`src/rtl/lcd_bus_arbiter.sv`:
```
// Arbitrates the shared LCD data bus between the setup engine and the character
// generator, and generates the HD44780 RS/E write strobe plus post-write settle time.
module lcd_bus_arbiter #(
  parameter int SETUP_CYC    = 2,
  parameter int PULSE_CYC    = 12,
  parameter int HOLD_CYC     = 2,
  parameter int WAIT_CYC     = 2000,
  parameter int CLR_WAIT_CYC = 82000,
  parameter int CNT_W        = 17
) (
  input  logic       clk,
  input  logic       rstN,
  input  logic       setupReq,
  input  logic       setupRs,
  input  logic       charReq,
  input  logic       charRs,
  input  logic       setupDone,
  input  logic [7:0] dIn,
  output logic       setupAck,
  output logic       charAck,
  output logic [1:0] dOutSel,
  output logic       lcdRs,
  output logic       lcdRw,
  output logic       lcdE,
  output logic       busy,
  output logic [2:0] dbgState
);

  // Handshake: a requester raises req and holds it (with its RS/data) until it sees
  // its one-cycle ack, then drops req on the following edge.
  typedef enum logic [2:0] {
    ST_IDLE  = 3'd0,
    ST_SETUP = 3'd1,
    ST_PULSE = 3'd2,
    ST_HOLD  = 3'd3,
    ST_WAIT  = 3'd4,
    ST_ACK   = 3'd5
  } state_e;

  localparam logic [CNT_W-1:0] LD_SETUP = CNT_W'(SETUP_CYC - 1);
  localparam logic [CNT_W-1:0] LD_PULSE = CNT_W'(PULSE_CYC - 1);
  localparam logic [CNT_W-1:0] LD_HOLD  = CNT_W'(HOLD_CYC - 1);
  localparam logic [CNT_W-1:0] LD_WAIT  = CNT_W'(WAIT_CYC - 1);
  localparam logic [CNT_W-1:0] LD_CLR   = CNT_W'(CLR_WAIT_CYC - 1);

  state_e           state_q;
  logic [CNT_W-1:0] cnt_q;
  logic [1:0]       sel_q;
  logic             rs_q;
  logic             e_q;
  logic             setup_ack_q;
  logic             char_ack_q;
  logic             busy_q;
  logic             is_clr_q;

  logic             cnt_done;
  logic             is_clr_d;
  logic [CNT_W-1:0] wait_ld_d;

  // Clear/home (0x01..0x03 on the command register) needs the long settle time.
  assign cnt_done  = (cnt_q == '0);
  assign is_clr_d  = !rs_q && (dIn[7:2] == 6'd0) && (dIn[1:0] != 2'd0);
  assign wait_ld_d = is_clr_q ? LD_CLR : LD_WAIT;

  always_ff @(posedge clk) begin
    if (!rstN) begin
      state_q     <= ST_IDLE;
      cnt_q       <= '0;
      sel_q       <= 2'd0;
      rs_q        <= 1'b0;
      e_q         <= 1'b0;
      setup_ack_q <= 1'b0;
      char_ack_q  <= 1'b0;
      busy_q      <= 1'b0;
      is_clr_q    <= 1'b0;
    end else begin
      setup_ack_q <= 1'b0;
      char_ack_q  <= 1'b0;
      case (state_q)
        ST_IDLE: begin
          if (setupReq) begin
            sel_q   <= 2'd0;
            rs_q    <= setupRs;
            cnt_q   <= LD_SETUP;
            busy_q  <= 1'b1;
            state_q <= ST_SETUP;
          end else if (charReq && setupDone) begin
            sel_q   <= 2'd1;
            rs_q    <= charRs;
            cnt_q   <= LD_SETUP;
            busy_q  <= 1'b1;
            state_q <= ST_SETUP;
          end
        end
        ST_SETUP: begin
          if (cnt_done) begin
            is_clr_q <= is_clr_d;
            e_q      <= 1'b1;
            cnt_q    <= LD_PULSE;
            state_q  <= ST_PULSE;
          end else begin
            cnt_q <= cnt_q - 1'b1;
          end
        end
        ST_PULSE: begin
          if (cnt_done) begin
            e_q     <= 1'b0;
            cnt_q   <= LD_HOLD;
            state_q <= ST_HOLD;
          end else begin
            cnt_q <= cnt_q - 1'b1;
          end
        end
        ST_HOLD: begin
          if (cnt_done) begin
            cnt_q   <= wait_ld_d;
            state_q <= ST_WAIT;
          end else begin
            cnt_q <= cnt_q - 1'b1;
          end
        end
        ST_WAIT: begin
          if (cnt_done) begin
            setup_ack_q <= (sel_q == 2'd0);
            char_ack_q  <= (sel_q == 2'd1);
            state_q     <= ST_ACK;
          end else begin
            cnt_q <= cnt_q - 1'b1;
          end
        end
        ST_ACK: begin
          busy_q  <= 1'b0;
          state_q <= ST_IDLE;
        end
        default: begin
          e_q     <= 1'b0;
          busy_q  <= 1'b0;
          state_q <= ST_IDLE;
        end
      endcase
    end
  end

  assign setupAck = setup_ack_q;
  assign charAck  = char_ack_q;
  assign dOutSel  = sel_q;
  assign lcdRs    = rs_q;
  assign lcdRw    = 1'b0;
  assign lcdE     = e_q;
  assign busy     = busy_q;
  assign dbgState = state_q;

endmodule

```
`config.mk`:
```
export PLATFORM = sky130hd
export DESIGN_NAME = lcd_bus_arbiter
export DESIGN_NICKNAME = d
export VERILOG_FILES = /design/src/rtl/lcd_bus_arbiter.sv
export SDC_FILE = /design/constraint.sdc
export NUM_CORES = 1
export LEC_CHECK = 0
export CAP_MARGIN = 5
export CORE_MARGIN = 3
export CORE_UTILIZATION = 55
export CTS_BUF_LIST = sky130_fd_sc_hd__clkbuf_4
export DETAILED_ROUTE_END_ITERATION = 12
export PLACE_DENSITY = 0.81
export SYNTH_ARGS = -nofsm -noshare
export SYNTH_HDL_FRONTEND = slang
export SYNTH_SLANG_ARGS = --single-unit
export TNS_END_PERCENT = 20
```
`constraint.sdc`:
```
create_clock -name clk -period 2.3 [get_ports clk]
set_input_delay 0.46 -clock clk [delete_from_list [all_inputs] [get_ports clk]]
set_output_delay 0.46 -clock clk [all_outputs]
set_load 0.01 [all_outputs]
```
### Word level (Yosys, flattened, before mapping)

Cells that the tools add are included.

* add/sub/neg operators: 1
* equality and inequality tests: 12
* mux-type cells: 25
* bitwise gates (word level): 2
* reduce and logical (&&, ||, !) cells: 20

Operators with widths (count)
* 17-bit two-way mux: 7
* 17-bit case mux with 5 select lines: 1
* 3-bit two-way mux: 6
* 17-bit zero test: 1
* 17-bit by 1-bit subtractor with 17-bit output (second input constant): 1
* 3-bit case mux with 5 select lines: 1
* 2-bit inequality test (second input constant): 5
* 3-bit AND reduction: 3
* 4-bit OR reduction: 2
* 3-bit by 2-bit == test with 1-bit output (second input constant): 2
* 3-bit == test (second input constant): 2
* 6-bit zero test: 1
* 1-bit two-way mux: 6
* 2-bit AND reduction: 3
* 5-bit AND reduction: 1
* 5-bit nonzero test: 1
* 2-bit two-way mux: 2
* 2-bit nonzero test: 2
* 3-bit by 1-bit == test with 1-bit output (second input constant): 1
* 1-bit logical AND: 3
* 3-bit zero test: 1
* 3-bit inequality test (second input constant): 1
* 1-bit case mux with 3 select lines: 1
* 2-bit by 1-bit == test with 1-bit output (second input constant): 1
* 4 further kinds: 5

* bits in registers: 28
* output and inout port bits: 11
* word-level logic and storage cells: 69

### Longest topological paths before layout

Gate-level depths: netlist (run 1).

* depth in word-level cells: 4
* gate-level depth with buffers: 9
* depth with buffers taken out: 7

### Worst setup path before layout (run 1)

OpenSTA, ideal clock, no wires.

* path kind: register -> register
* start: register cnt_q[0]
* end: register cnt_q[10]
* setup time: 0.125 ns
* arrival: 1.833 ns
* data required time: 2.175 ns
* setup slack: 0.342 ns
* stages on the path, launching flop included: 8
* path buffers: 0
* clock period less this slack: 1.958 ns
* cells stage by stage: dfxtp_1 -> inv_1 -> ha_1 -> nor4b_2 -> nand2_1 -> o41ai_1 -> a21oi_1 -> o41a_1

* cells in the longest elaborated chain, start to end: 3

RTL lines
* start, declared: RTL line 47 `logic [CNT_W-1:0] cnt_q;`
* start signal, assigned: RTL line 102 `cnt_q <= cnt_q - 1'b1;`
* start signal, assigned: RTL line 111 `cnt_q <= cnt_q - 1'b1;`
* start signal, assigned: RTL line 116 `cnt_q <= wait_ld_d;`
* 17-bit by 1-bit subtractor with 17-bit output / 17-bit zero test (equally long branches)
* 17-bit two-way mux, or another cell as far along: RTL line 123 `if (cnt_done) begin`
* 17-bit case mux with 5 select lines / 3-bit AND reduction (equally long branches)

Parallel ways exist; a longest one is shown, timed or not. The select of a mux whose other input is x is not followed.
A chain may end at the register's enable or synchronous reset.

### Worst setup path after layout (run 1)

Same ends and word-level chain as after synthesis.

==> impl_metrics.ini, run 1 <==
[die]
dieHeight_um = 61.7
die_area_um2 = 3810
die_w_um = 61.7
rows = 19
io_pins = 26
floorplan.initialDensity_pct = 59.9
core_region_area_um2 = 2850

[worst_setup_path]
worst-path-buf-inv = 1
critPathLaunchType = register
cp_max_fo = 5
crit_type = register to register
worstSetupEndpointType = register
slowest_delay_ps = 410
r2r-start = cnt_q[0]
critPathRequiredTime_ps = 2550
worstPathCellList = inv_1, ha_1, nor4b_4, nand2_1, o41ai_2, a21oi_1, o41a_1
crit_arrival_ps = 2370
critPathLaunch = cnt_q[0]
crit_family = compound AO/OA/AOI/OAI gates
critical_path.slowest_cell = o41a_1

[sta]
hold-worst-slack_ps = 529
skew_ps = 4.08
final_hold_viol_count = 0
finalCritPeriodShare_pct = 92.4
tightest_slew_ps = 542
min_period_ps = 2120
drv_slew = 0
slew_headroom_pct = 63.7
fmax_mhz = 471
setup_viol = 0

[clock_tree]
numCtsBuffers = 3
cts_tree = built
cts.clk_slew.worst_paths_ps = 160
clk_latency_ps = 340
cts_root_buffer = clkbuf_4
clockBufferDepth = 2
ctsHoldBuffers = 0
cts.htree.levels = 1
clkSinkCount = 27

[routing]
drt_pass1_iterations = 4
wire_per_inst_um = 17.8
drt-initial-drc-count = 198
drc = 0
vias = 1837
routed_wl_um = 4880
via_per_inst = 6.68
ant_nets = 0

[synthesis]
async_reset_ff_share_pct = 0
syn_inst = 217
avgSynthCellArea_um2 = 7.88
syn_area_um2 = 1710
synth-seq-cells = 27
yosysWarnings = 0
ys_types = 60
synth_edf_count = 0
synth_flop_cell = dfxtp_1
ys_seq_area_share_pct = 31.6

[outcome]
status = completed

[placed_design]
finalWeightedCongestion = 0.968
dpl_cell_area_um2 = 2010
io_buffer_count = 23
place_hpwl_um = 3600

[cells_and_area]
final_cell_mix = 27 x dfxtp_1, 26 x nand2_1, 23 x clkdlybuf4s50_1
nets = 261
n_fill_cell = 244
final_common_cell = dfxtp_1
drive_above_1_share_pct = 13.1
fin_area_um2 = 2060
antennaDiodeCount = 0
areaGrowthSynthToFinish_pct = 20.6

[pwr]
cellLeakagePower_nw = 0.751
power.density_nw_per_um2 = 1800
ir_worst_vdd_v = 0.00105

[global_routing]
antenna_found_initial = 0
track_usage_pct = 27.9
global_route.overflow_total = 0
grt_pass1_wl_um = 8020
grt_pass1_vias = 1682
grt_max_degree = 18

[job]
maxCapViolCount = 0

[worst_hold_path]
hold_start = dOutSel[0]
min_path_type = register to register
where the power goes:
group / total (mW) / internal [mW] / leakage, nW / switching [mW]
logic: 2.55 / 1.08 / 0.512 / 1.47
clock network: 0.234 / 0.0800 / 0.0184 / 0.154
registers: 0.921 / 0.621 / 0.221 / 0.301
total: 3.70 / 1.78 / 0.751 / 1.92
path summary, 6_finish.rpt:
kind / end / slack [ps] / cells past startpoint
max: cnt_q[10] / 180 / 7
min reg2reg: setupAck / 530 / 1
max reg2reg: cnt_q[10] / 180 / 7
min: setupAck / 530 / 1
synth_stat cells (2+ instances only):
master	count	area, um^2
buf_2	4	20.0
dfxtp_1	27	541
o311ai_0	2	17.5
o31ai_1	3	22.5
buf_4	3	22.5
and4_1	3	26.3
a21oi_1	22	110
or4_1	2	15.0
clkbuf_2	2	10.0
nor3_1	5	25.0
nand3_1	3	15.0
mux2i_1	2	20.0
nand4_1	2	12.5
nor4_4	3	63.8
a211oi_1	4	30.0
o22ai_1	2	12.5
o21ai_0	6	30.0
o21a_1	2	15.0
inv_1	5	18.8
nor2_1	20	75.1
nor2b_1	4	25.0
clkbuf_1	6	22.5
a311oi_1	4	35.0
a21o_1	3	22.5
a31oi_1	9	56.3
nand2_1	26	97.6
nor4_1	8	50.1
or3_1	3	18.8
sequential cells by signal, indices dropped and copies added (netlist names):
name	cells
lcdE	1
charAck	1
setupAck	1
dOutSel	1
busy	1
lcdRs	1
cnt_q	17
is_clr_q	1
dbgState	3
cells by family (layout without fill, tap and decap cells):
kind of cell | after synthesis | in the layout | share of synthesized area (%)
buf+inv | 22 | 48 | 6.37
compound gates | 75 | 75 | 29.9
other cells | 1 | 2 | 0.219
mux | 2 | 2 | 1.17
flops | 27 | 27 | 31.6
xor+xnor | 1 | 1 | 0.513
fa+ha+maj | 1 | 1 | 0.732
simple gates | 88 | 88 | 29.4
through the flow:
| step | util [%] | total power [mW] | TNS, ps | cells | worst slack [ps] |
|---|---|---|---|---|---|
| floorplan | - | 2.64 | 0 | 218 | 342 |
| finish | 72.2 | 3.70 | 0 | 275 | 175 |
| global placement | 70.4 | 3.24 | 0 | 271 | 133 |
| CTS | 71.5 | 3.56 | 0 | 275 | 5.06 |
| global route | 72.2 | 3.97 | -3.16 | 275 | -3.16 |
| detailed placement | 70.4 | 3.31 | -3.64 | 271 | -3.64 |
layer usage:
layer	global-route usage, %	share of wire [%]	vias to the layer above
met5	0	0	-
met4	8.18	1.9	0
met3	3.10	5.8	8
met2	44.7	46	88
met1	39.4	46	869
li1	-	-	872
worst register-to-register path, cell delays in order (launching register included):
cell	delay [ps]
dfxtp_1	380
inv_1	110
ha_1	220
nor4b_4	320
nand2_1	210
o41ai_2	320
a21oi_1	70
o41a_1	410
layout make-up:
cell class	count	area, um^2	share of cell area [%]
clock buffers	4	30.0	1.46
flip-flops and latches	27	541	26.2
multi-input cells	169	1090	52.7
repair buffers	38	343	16.6
inverters	6	22.5	1.09
well taps	31	38.8	1.88
timing repair:
action | 4_1_cts | 5_1_grt
resized for setup | 1 | 4
hold endpoints to repair | 0 | 0
setup buffers | 0 | 0
endpoints found under the setup margin | 4 | 16
pin swaps | 0 | 0
Note: power is estimated with default switching activity, not from simulation.
==> run 2, diff against run 1 <==
--- a/config.mk
+++ b/config.mk
@@ -11,6 +11,7 @@
 export CTS_BUF_LIST = sky130_fd_sc_hd__clkbuf_4
 export DETAILED_ROUTE_END_ITERATION = 12
 export PLACE_DENSITY = 0.81
+export SLEW_MARGIN = 20
 export SYNTH_ARGS = -nofsm -noshare
 export SYNTH_HDL_FRONTEND = slang
 export SYNTH_SLANG_ARGS = --single-unit
==> results of run 2 <==
No change in the layout: final DEF, timing and power equal those of run 1.
